`config.mk`:
```
export PLATFORM = sky130hd
export DESIGN_NAME = timer_tick_master_flat
export DESIGN_NICKNAME = d
export VERILOG_FILES = /design/src/rtl/timer_tick_master_if.sv /design/src/rtl/timer_tick_master.sv /design/src/flat_wrapper.sv
export SDC_FILE = /design/constraint.sdc
export NUM_CORES = 1
export LEC_CHECK = 0
export BUFFER_PORTS_ARGS = -buffer_cell sky130_fd_sc_hd__buf_2
export CAP_MARGIN = 0
export CORE_UTILIZATION = 32
export CTS_CLUSTER_SIZE = 10
export DETAILED_ROUTE_END_ITERATION = 7
export HOLD_SLACK_MARGIN = 0.12
export PLACE_DENSITY_LB_ADDON = 0.12
export SYNTH_ARGS = -nofsm -noshare
export SYNTH_HDL_FRONTEND = slang
export SYNTH_SLANG_ARGS = --single-unit
```
`constraint.sdc`:
```
create_clock -name clock -period 6.73 [get_ports clock]
set_input_delay 0.3365 -clock clock [delete_from_list [all_inputs] [get_ports clock]]
set_output_delay 0.3365 -clock clock [all_outputs]
set_load 0.01 [all_outputs]
```
`src/rtl/timer_tick_master_if.sv`:
```
// Shared memory-mapped bus between the tick master and the cycle timer.
// The master drives address/data/strobes; the timer returns cycle data and its interrupt.
interface timer_tick_master_if;
    logic [31:0] address;
    logic [31:0] data;
    logic [31:0] cycle;
    logic        MemRead;
    logic        MemWrite;
    logic        TimerInterrupt;

    // Strobes are single-cycle and mutually exclusive; the timer samples writes
    // on the rising edge and returns read data in the same cycle as MemRead.
    modport master (
        output address, data, MemRead, MemWrite,
        input  cycle, TimerInterrupt
    );

    modport slave (
        input  address, data, MemRead, MemWrite,
        output cycle, TimerInterrupt
    );
endinterface

```
`src/rtl/timer_tick_master.sv`:
```
// Bus initiator that re-arms the cycle timer every PERIOD cycles without drift,
// acknowledging each timer interrupt and counting ticks.
module timer_tick_master #(
    parameter logic [31:0] PERIOD     = 32'd100,
    parameter logic [31:0] CYCLE_ADDR = 32'hffff001c,
    parameter logic [31:0] ACK_ADDR   = 32'hffff006c
) (
    input  logic                 clock,
    input  logic                 reset,
    input  logic                 enable,
    timer_tick_master_if.master  bus,
    output logic [31:0]          tick_count,
    output logic                 overrun,
    output logic                 busy,
    output logic [2:0]           state_dbg
);

    localparam logic [2:0] IDLE = 3'd0;
    localparam logic [2:0] READ = 3'd1;
    localparam logic [2:0] ARM  = 3'd2;
    localparam logic [2:0] WAIT = 3'd3;
    localparam logic [2:0] ACK  = 3'd4;

    logic [2:0]  state_q, state_d;
    logic [31:0] now_q, now_d;
    logic [31:0] target_q, target_d;
    logic        armed_q, armed_d;
    logic [31:0] tick_q, tick_d;
    logic        overrun_q, overrun_d;

    logic [31:0] cand;
    logic [31:0] diff;
    logic        late;
    logic [31:0] next_val;

    // Signed distance from "now" to the candidate target survives counter wrap.
    assign cand     = target_q + PERIOD;
    assign diff     = cand - now_q;
    assign late     = diff[31] || (diff == 32'd0);
    assign next_val = (!armed_q || late) ? (now_q + PERIOD) : cand;

    always_comb begin
        state_d   = state_q;
        now_d     = now_q;
        target_d  = target_q;
        armed_d   = armed_q;
        tick_d    = tick_q;
        overrun_d = overrun_q;
        case (state_q)
            IDLE: if (enable) state_d = READ;
            READ: begin
                now_d   = bus.cycle;
                state_d = ARM;
            end
            ARM: begin
                target_d = next_val;
                armed_d  = 1'b1;
                if (armed_q && late) overrun_d = 1'b1;
                state_d  = WAIT;
            end
            WAIT: begin
                if (bus.TimerInterrupt) begin
                    state_d = ACK;
                end else if (!enable) begin
                    state_d = IDLE;
                    armed_d = 1'b0;
                end
            end
            ACK: begin
                tick_d = tick_q + 32'd1;
                if (enable) begin
                    state_d = READ;
                end else begin
                    state_d = IDLE;
                    armed_d = 1'b0;
                end
            end
            default: state_d = IDLE;
        endcase
    end

    always_ff @(posedge clock or negedge reset) begin
        if (!reset) begin
            state_q   <= IDLE;
            now_q     <= 32'd0;
            target_q  <= 32'd0;
            armed_q   <= 1'b0;
            tick_q    <= 32'd0;
            overrun_q <= 1'b0;
        end else begin
            state_q   <= state_d;
            now_q     <= now_d;
            target_q  <= target_d;
            armed_q   <= armed_d;
            tick_q    <= tick_d;
            overrun_q <= overrun_d;
        end
    end

    always_comb begin
        bus.address  = 32'd0;
        bus.data     = 32'd0;
        bus.MemRead  = 1'b0;
        bus.MemWrite = 1'b0;
        case (state_q)
            READ: begin
                bus.address = CYCLE_ADDR;
                bus.MemRead = 1'b1;
            end
            ARM: begin
                bus.address  = CYCLE_ADDR;
                bus.data     = next_val;
                bus.MemWrite = 1'b1;
            end
            ACK: begin
                bus.address  = ACK_ADDR;
                bus.MemWrite = 1'b1;
            end
            default: ;
        endcase
    end

    assign tick_count = tick_q;
    assign overrun    = overrun_q;
    assign busy       = (state_q != IDLE);
    assign state_dbg  = state_q;

endmodule

```
`src/flat_wrapper.sv`:
```
// flat-port wrapper written by rule: the top's interface ports become plain ports
module timer_tick_master_flat 
#(
    parameter logic [31:0] PERIOD     = 32'd100,
    parameter logic [31:0] CYCLE_ADDR = 32'hffff001c,
    parameter logic [31:0] ACK_ADDR   = 32'hffff006c
)
  (clock, reset, enable, tick_count, overrun, busy, state_dbg, bus_address, bus_data, bus_MemRead, bus_MemWrite, bus_cycle, bus_TimerInterrupt);
  timer_tick_master_if bus_i ();
  input  logic clock;
  input  logic reset;
  input  logic enable;
  output logic [31:0] tick_count;
  output logic overrun;
  output logic busy;
  output logic [2:0] state_dbg;
  output wire logic [$bits(bus_i.address)-1:0] bus_address;
  output wire logic [$bits(bus_i.data)-1:0] bus_data;
  output wire logic [$bits(bus_i.MemRead)-1:0] bus_MemRead;
  output wire logic [$bits(bus_i.MemWrite)-1:0] bus_MemWrite;
  input wire logic [$bits(bus_i.cycle)-1:0] bus_cycle;
  input wire logic [$bits(bus_i.TimerInterrupt)-1:0] bus_TimerInterrupt;
  assign bus_address = bus_i.address;
  assign bus_data = bus_i.data;
  assign bus_MemRead = bus_i.MemRead;
  assign bus_MemWrite = bus_i.MemWrite;
  assign bus_i.cycle = bus_cycle;
  assign bus_i.TimerInterrupt = bus_TimerInterrupt;
  timer_tick_master #(.PERIOD(PERIOD), .CYCLE_ADDR(CYCLE_ADDR), .ACK_ADDR(ACK_ADDR)) u_core (.clock(clock), .reset(reset), .enable(enable), .bus(bus_i), .tick_count(tick_count), .overrun(overrun), .busy(busy), .state_dbg(state_dbg));
endmodule
```
Word-level counts from Yosys, hierarchy flattened
Cells that the tools add are included.
- flip-flop bits (word level): 101
- input port bits: 36
- add/subtract/negate cells: 4
- equal/unequal tests: 7
- mux-type cells: 13
- reduce and logical (&&, ||, !) cells: 13
- operators with widths (kind ; count):
    adder 32 x 7 -> 32 bit (second input constant) ; 2
    2-to-1 mux 32 bit ; 2
    case mux 32 bit (2 select lines) ; 1
    adder 32 x 1 -> 32 bit (second input constant) ; 1
    zero test 32 bit ; 1
    subtractor 32 bit ; 1
    case mux 3 bit (5 select lines) ; 1
    2-to-1 mux 3 bit ; 3
    equality test 3 x 2 -> 1 bit (second input constant) ; 2
    AND reduction 2 bit ; 3
    nonzero test 3 bit ; 2
    2-to-1 mux 1 bit ; 5
    inequality test 2 bit (second input constant) ; 2
    OR reduction 2 bit ; 2
    equality test 3 x 1 -> 1 bit (second input constant) ; 1
    equality test 3 bit (second input constant) ; 1
    zero test 3 bit ; 1
    inequality test 3 bit (second input constant) ; 1
    case mux 1 bit (3 select lines) ; 1
    logical OR 1 bit ; 2
    logical AND 1 bit ; 1
    zero test 1 bit ; 1

Depth between registers and ports, before layout
Gate-level depths: netlist of the first run.
- depth in word-level cells: 7
- depth in mapped cells: 23
- depth with buffers taken out: 20

Worst setup path before layout of the first run
Ideal clock, no wire load.
- path kind: register to output
- start point: reg u_core.target_q[2]
- end point: out bus_data[15]
- arrival time: 4553 ps
- required time: 6393 ps
- setup slack: 1841 ps
- stages on the path, launching flop included: 21
- buffers on the path: 1
- cells stage by stage: dfrtp_1 ha_1 a211o_1 nor2b_1 nand3_1 nor2_1 nand2_1 nor2_1 nand4_1 xnor2_1 ha_1 a21o_1 a31o_2 o41ai_1 o21ba_2 o221ai_2 nor4b_4 and3_1 buf_6 nor2_2 o31ai_1
- cells in the longest elaborated chain, start to end: 7
- RTL lines (element ; line ; source):
    from (decl) ; timer_tick_master.sv:26 ; logic [31:0] target_q, target_d;
    from (signal assigned) ; timer_tick_master.sv:93 ; target_q <= target_d;
    adder 32 x 7 -> 32 bit * ; timer_tick_master.sv:37 ; assign cand = target_q + PERIOD;
    subtractor 32 bit ; timer_tick_master.sv:38 ; assign diff = cand - now_q;
    zero test 32 bit ; timer_tick_master.sv:39 ; assign late = diff[31] || (diff == 32'd0);
    logical OR 1 bit ; timer_tick_master.sv:39 ;
    logical OR 1 bit ; timer_tick_master.sv:40 ; assign next_val = (!armed_q || late) ? (now_q + PERIOD) : cand;
    2-to-1 mux 32 bit * ; timer_tick_master.sv:40 ;
    2-to-1 mux 32 bit * ; timer_tick_master.sv:105 ; case (state_q)
    to (decl) ; flat_wrapper.sv:18 ; output wire logic [$bits(bus_i.data)-1:0] bus_data;
Mark *: on every way between the ends. The rest lies on a longest branch, timed or not.

Final worst setup path of the first run
Same ends and word-level chain as after synthesis.

==> results.md, run 1 <==
* CTS tree: done
* Worst-path fanout max at 9
* Initial antenna violation count at 0
* Layout cell share with drive strength beyond 1 at a little under a fifth
* Mapped Cells at 1072
* Nets@finish at 1227
* Type of destination of the critical path: output pin
* Most frequent cells in the layout: nand2_1, buf_2, dfrtp_1, xnor2_1, nor2_1
* Fillers at 2803
* Routed len/inst at 19.1 µm
* IO buf count at around 130
* Antenna viol nets, final at 0
* Hold path start: bus_cycle[14]
* FF-to-FF path depth at 22
* Synth cell types at between 90 and 100
* R2R Setup Slk at about 1100 ps
* Worst Path Arrival at ~6100 ps
* Status: finished with violations
* R2r startpoint: u_core.target_q[2]$_DFFE_PN0P_
* Fmax at 157 MHz
* Final setup viols at 0
* Failing checks: DRC
* Root buf cell: clkbuf_16
* DP HPWL at 21800 µm
* TritonCTS Buffers at 9
* Synth top area share at 29.0%
* Hold Path Depth at 3
* Layout area overhead at 12.2%
* Drc violations at 2
* Crit Path Class: reg2out
* Overflow after GRT at 0
* Max Slew Vio Count at 0
* Clock Sinks at a little over 100
* HP Class: in2reg
* Routed vias at about 8400
* First-pass GRT wire length at approximately 45000 µm
* Clock latency on the worst-skew pair at 370 ps
* H-tree depth reported by CTS at 3
* I/O pin count at 139
* Worst path required time at 6390 ps
* Ranking of synthesized cells by area: dfrtp_1, xnor2_1, nand2_1
* Worst Setup Start Kind: register
* Clock transition at the registers of the reported paths at 80 ps
* Die W at around 170 µm
* Relative max-transition margin at between 40 and 50%
* Post-synth EDFFs at 0
* Crit path time final at 6390 ps
* Ant. Diodes at 0
* FF-to-FF End: u_core.target_q[13]$_DFFE_PN0P_
* Fin. Hold Viols at 0
* Largest net degree at the start of global routing at 65
* Total negative setup slack at 0 ps
* Starting DRT DRC Count at 569
* Fin Clk Skew at 8.71 ps
* Starting Density at 32.5%
* Vias in the first global route at 7752
* Mapped Area at 8710 µm²
* WL final at ~29000 µm
* Async S/R FF share, synth at 100%
* Synth Register Bits at 101
* Fin crit share at about 95%
* Gr usage total at between 20 and 25%
* Worst hold endpoint: u_core.now_q[14]$_DFFE_PN0P_
* TritonRoute pass-1 iters at 8
* Die H at 167 µm
* Row cnt at 60
* Max-cap violation count at 0
* Register area share after synthesis at 29.0%
* CORE AREA at 26800 µm²
* Worst Tran Pin Value at 853 ps
* Max Buffers Root-to-Sink at 2
* Gpl congestion at 0.906
* Die Area at around 28000 µm²
* RSZ-0062 raised after global routing: false
* Syn. warnings at 0
* Vias per cell at 5.57
* Syn_area_per_cell at 8.13 µm²
* Commonest non-fill, non-tap cell in the layout: nand2_1
* Cell taking the most area after synthesis: dfrtp_1
* Top FF cell, synth: dfrtp_1
routing by layer:
layer / share of wire [%] / wire length, µm / global-route usage, % / vias to the layer above
li1: - / - / - / 3999
met1: 47 / 13400 / 28.5 / 4021
met2: 46 / 13300 / 33.9 / 312
met3: 4.9 / 1420 / 1.97 / 31
met4: 1.7 / 490 / 5.07 / 0
met5: 0 / 0 / 0 / -
sequential cells by signal (all words and copies together) (netlist names):
name and flops:
u_core.state_dbg 3, u_core.target_q 32, u_core.overrun 1, u_core.now_q 32, u_core.armed_q 1, u_core.tick_count 32
synthesized netlist by cell type, drive strengths merged, types with 4 or more instances:
cell	n
o221ai	6
o21ai	80
mux2	4
nor2	72
and4	7
dfrtp	101
buf	57
xor2	21
o2111ai	6
or2	4
o22ai	4
nor4	9
nand3	49
clkbuf	29
o211a	10
and2	13
nor3b	4
ha	34
o311ai	4
nor3	29
a21o	15
nand2b	9
nand4	31
a22oi	6
a211oi	14
or3	7
nand2	130
and3	25
o21a	8
a221oi	5
a2111oi	5
xnor2	71
a31o	5
a21boi	4
o211ai	7
inv	51
o31ai	23
a21oi	63
mux2i	7
a31oi	5
nor2b	5
final cells by class:
| cell class | instances | area [µm²] | share of cell area [%] |
|---|---|---|---|
| Tap cell | 341 | 427 | 4.36 |
| Sequential cell | 101 | 2530 | 25.9 |
| Clock buffer | 10 | 229 | 2.34 |
| Timing Repair Buffer | 149 | 818 | 8.37 |
| Multi-Input combinational cell | 844 | 5530 | 56.6 |
| Inverter | 51 | 191 | 1.96 |
| Clock inverter | 6 | 53.8 | 0.550 |
worst max-delay path: stages, from the launching register on:
cell and delay (ps):
dfrtp_1 430, ha_1 300, a211o_1 170, nor2b_1 280
nand3_1 120, nor2_1 240, nand2_1 160, nor2_1 180
buf_4 170, nand2_1 80, xnor2_2 190, ha_2 460
nand2_1 160, o211ai_1 320, nor3_1 140, a221o_1 400
nor3_1 220, nand4_1 200, nor4b_4 350, and3_1 320
nor2_2 120, o31ai_1 450, buf_2 220
repair_timing:
item | 4_1_cts | 5_1_grt
pin swaps | 0 | 1
buffers inserted | 2 | 1
hold buffers | 1 | 0
endpoints found under the setup margin | 13 | 32
resized for setup | 1 | 9
endpoints found under the hold margin | 42 | 0
kinds of logic after synthesis:
group,after synthesis,share of synthesized area (%)
flip-flops,101,29.0
adder cells (fa/ha/maj),35,5.11
other,1,0.0430
AND/OR/NAND/NOR,403,23.0
buffers and inverters,137,8.66
XOR/XNOR,93,9.52
multiplexers,11,1.36
AO/OA/AOI/OAI,291,23.2
metrics by stage:
step / area, µm² / instances / hold WS, ps / util, % / setup slack (ps)
after floorplan: 8750 / 1082 / 40.9 / - / 1840
after CTS: 9730 / 1501 / 163 / 36.3 / 54.1
final: 9780 / 1502 / 168 / 36.5 / 345
after global routing: 9780 / 1502 / 172 / 36.5 / 30.2
after detailed placement: 9420 / 1482 / 385 / 35.1 / 256
after global placement: 9420 / 1482 / 379 / 35.1 / 426
how the worst max path moves through the flow:
stage               slack (ps)            to                           start  cells past startpoint
finish                     340  bus_data[15]  u_core.target_q[2]$_DFFE_PN0P_                     22
global route                30   bus_data[3]  u_core.target_q[2]$_DFFE_PN0P_                     23
CTS                         50   bus_data[5]  u_core.target_q[2]$_DFFE_PN0P_                     22
detailed placement         260   bus_data[5]  u_core.target_q[2]$_DFFE_PN0P_                     22
global placement           430   bus_data[5]  u_core.target_q[2]$_DFFE_PN0P_                     21
floorplan                 1840  bus_data[15]  u_core.target_q[2]$_DFFE_PN0P_                     20
Power of run 1 is not shown: default switching activity piles up to over one toggle a cycle in this logic, so the estimate is an artifact.
==> run 2: changes to the inputs <==
==> constraint.sdc (replaced) <==
create_clock -name clock -period 6.8 [get_ports clock]
set_input_delay 0.34 -clock clock [delete_from_list [all_inputs] [get_ports clock]]
set_output_delay 0.34 -clock clock [all_outputs]
set_load 0.01 [all_outputs]
==> run 2 against run 1 <==
Net effect: the run now ends clean; hold slack got worse by 78 ps; global-route usage fell by 0.17 points; highest routed layer unchanged; first-iteration DRC count rose by 34%; clock-buffer cell count fell by 1; worst setup slack improved by 51 ps; via count fell by 1.6%; die area did not move; sequential share of layout area rose by 0.096 points; largest cell class unchanged; non-clock buffer count fell by 5; critical endpoint is now bus_data[2].
==> results.md, run 2 (synthesized netlist as in run 1, its figures left out) <==
* Status: finished, final reports clean (was finished with violations)
* Clock latency on the worst-skew pair at 360 ps (was 370 ps)
* Row cnt at 60 (unchanged)
* Max Slew Vio Count at 0 (unchanged)
* First-pass GRT wire length at 44400 µm (was 44800 µm)
* Initial antenna violation count at 0 (unchanged)
* Met1 Routed Length at 13300 µm (was 13400 µm)
* Die Area at 27900 µm² (unchanged)
* CTS tree: done (unchanged)
* Final Core Density at 36.3% (was 36.5%)
* Clock transition at the registers of the reported paths at 80 ps (about the same)
* Met3 wire length at 1410 µm (was 1420 µm)
* RSZ-0062 raised after global routing: true (was false)
* Routed vias at 8229 (was 8363)
* Ant. Diodes at 0 (unchanged)
* Relative max-transition margin at 43.1% (about the same)
* DP HPWL at 21900 µm (was 21800 µm)
* Fin. Hold Viols at 0 (unchanged)
* Clock Sinks at 101 (unchanged)
* R2r startpoint: u_core.target_q[2]$_DFFE_PN0P_ (unchanged)
* Worst Path Arrival at 6060 ps (was 6050 ps)
* Layout area overhead at 11.8% (was 12.2%)
* WL final at 28500 µm (was 28700 µm)
* Layout cell share with drive strength beyond 1 at 18.5% (was 18.8%)
* Gpl congestion at 0.871 (was 0.906)
* Die H at 167 µm (unchanged)
* PnR worst setup slack at 396 ps (was 345 ps)
* Crit path cell chain: ha_1 > a211o_1 > nor2b_1 > nand3_1 > nor2_1 > and3_1 > nand4_1 > xnor2_1 > ha_1 > inv_1 > o22ai_1 > o21a_1 > or4_1 > o21ai_1 > o221ai_2 > nor2_1 > and3_1 > buf_12 > nor2_2 > o31ai_1 > buf_2 (was ha_1 > a211o_1 > nor2b_1 > nand3_1 > nor2_1 > nand2_1 > nor2_1 > buf_4 > nand2_1 > xnor2_2 > ha_2 > nand2_1 > o211ai_1 > nor3_1 > a221o_1 > nor3_1 > nand4_1 > nor4b_4 > and3_1 > nor2_2 > o31ai_1 > buf_2)
* Worst Tran Pin Value at 854 ps (was 853 ps)
* Fmax at 156 MHz
* Root buf cell: clkbuf_16 (unchanged)
* Commonest non-fill, non-tap cell in the layout: nand2_1 (unchanged)
* CORE AREA at 26800 µm² (unchanged)
* Drc violations at 0 (was 2)
* Worst slack, placed at 571 ps (was 256 ps)
* Fin crit share at 94.2%
* H-tree depth reported by CTS at 3 (unchanged)
* Crit path time final at 6400 ps
* HP Class: in2async (was in2reg)
* I/O pin count at 139 (unchanged)
* Type of destination of the critical path: output pin (unchanged)
* Fin area at 9740 µm² (was 9780 µm²)
* Highest metal used: met4 (unchanged)
* Worst Setup Start Kind: register (unchanged)
* Wire length on met2 at 13300 µm (about the same)
* Hold buffer count at cts at 0 (was 1)
* Worst path required time at 6460 ps (was 6390 ps)
* Most frequent cells in the layout: nand2_1, buf_2, dfrtp_1, xnor2_1, nor2_1 (unchanged)
* IO buf count at 127 (unchanged)
* Die W at 167 µm (unchanged)
* TritonRoute pass-1 iters at 5 (was 8)
* Gr usage total at 20.3% (was 20.5%)
* Final setup viols at 0 (unchanged)
* Nets@finish at 1222 (was 1227)
* Crit-path max cell delay at 490 ps (was 460 ps)
* Critical path buffers and inverters at 3 (was 2)
* Vias in the first global route at 7674 (was 7752)
* CP top delay family: simple AND/OR/NAND/NOR gates (unchanged)
* Crit Path Class: reg2out (unchanged)
* Max Buffers Root-to-Sink at 2 (unchanged)
* Vias per cell at 5.50 (was 5.57)
* TritonCTS Buffers at 9 (unchanged)
* CP startpoint: u_core.target_q[2]$_DFFE_PN0P_ (unchanged)
* CP max-delay cell: or4_1 (was ha_2)
* Post-CTS sizing at 0 (was 1)
* Overflow after GRT at 0 (unchanged)
* Placed instance area at 9410 µm² (was 9420 µm²)
* Worst-path fanout max at 35 (was 9)
* Fin Clk Skew at 12.3 ps (was 8.71 ps)
* Post-CTS Setup Inserts at 0 (was 2)
* Routed len/inst at 19.1 µm (about the same)
* Antenna viol nets, final at 0 (unchanged)
* Max-cap violation count at 0 (unchanged)
* Starting Density at 32.5% (unchanged)
* Largest net degree at the start of global routing at 66 (was 65)
* Starting DRT DRC Count at 765 (was 569)
run 2: routing by layer:
layer | track usage [%] | vias up
li1 | - | 3978
met1 | 28.1 | 3945
met2 | 33.5 | 271
met3 | 2.28 | 35
met4 | 5.31 | 0
met5 | 0 | -
run 2: metrics by stage:
step           std cells  TNS, ps  hold slack [ps]
6_report            1497        0             89.3
3_5_place_dp        1481        0              458
4_1_cts             1497        0              132
2_1_floorplan       1082        0             44.4
5_1_grt             1497  -0.0773              158
3_3_place_gp        1481        0              446
run 2: area by class of cell:
cell class,count,area [µm²]
Timing Repair Buffer,144,778
Multi-Input combinational cell,844,5520
Fill cell,2795,17100
Tap cell,341,427
Sequential cell,101,2530
Clock buffer,9,225
Inverter,51,191
Clock inverter,7,66.3
run 2: final timing paths:
kind | endpoint | slack [ps] | cells after the start
setup / recovery | bus_data[2] | 400 | 21
hold / removal | u_core.tick_count[0]$_DFFE_PN0P_ | 90 | 1
setup reg to reg | u_core.target_q[16]$_DFFE_PN0P_ | 1100 | 20
hold reg to reg | u_core.tick_count[31]$_DFFE_PN0P_ | 470 | 1
max in group asynchronous | u_core.target_q[29]$_DFFE_PN0P_ | 5620 | 2
min in group clock | u_core.now_q[13]$_DFFE_PN0P_ | 180 | 3
Power of run 2 is left out for the same reason.
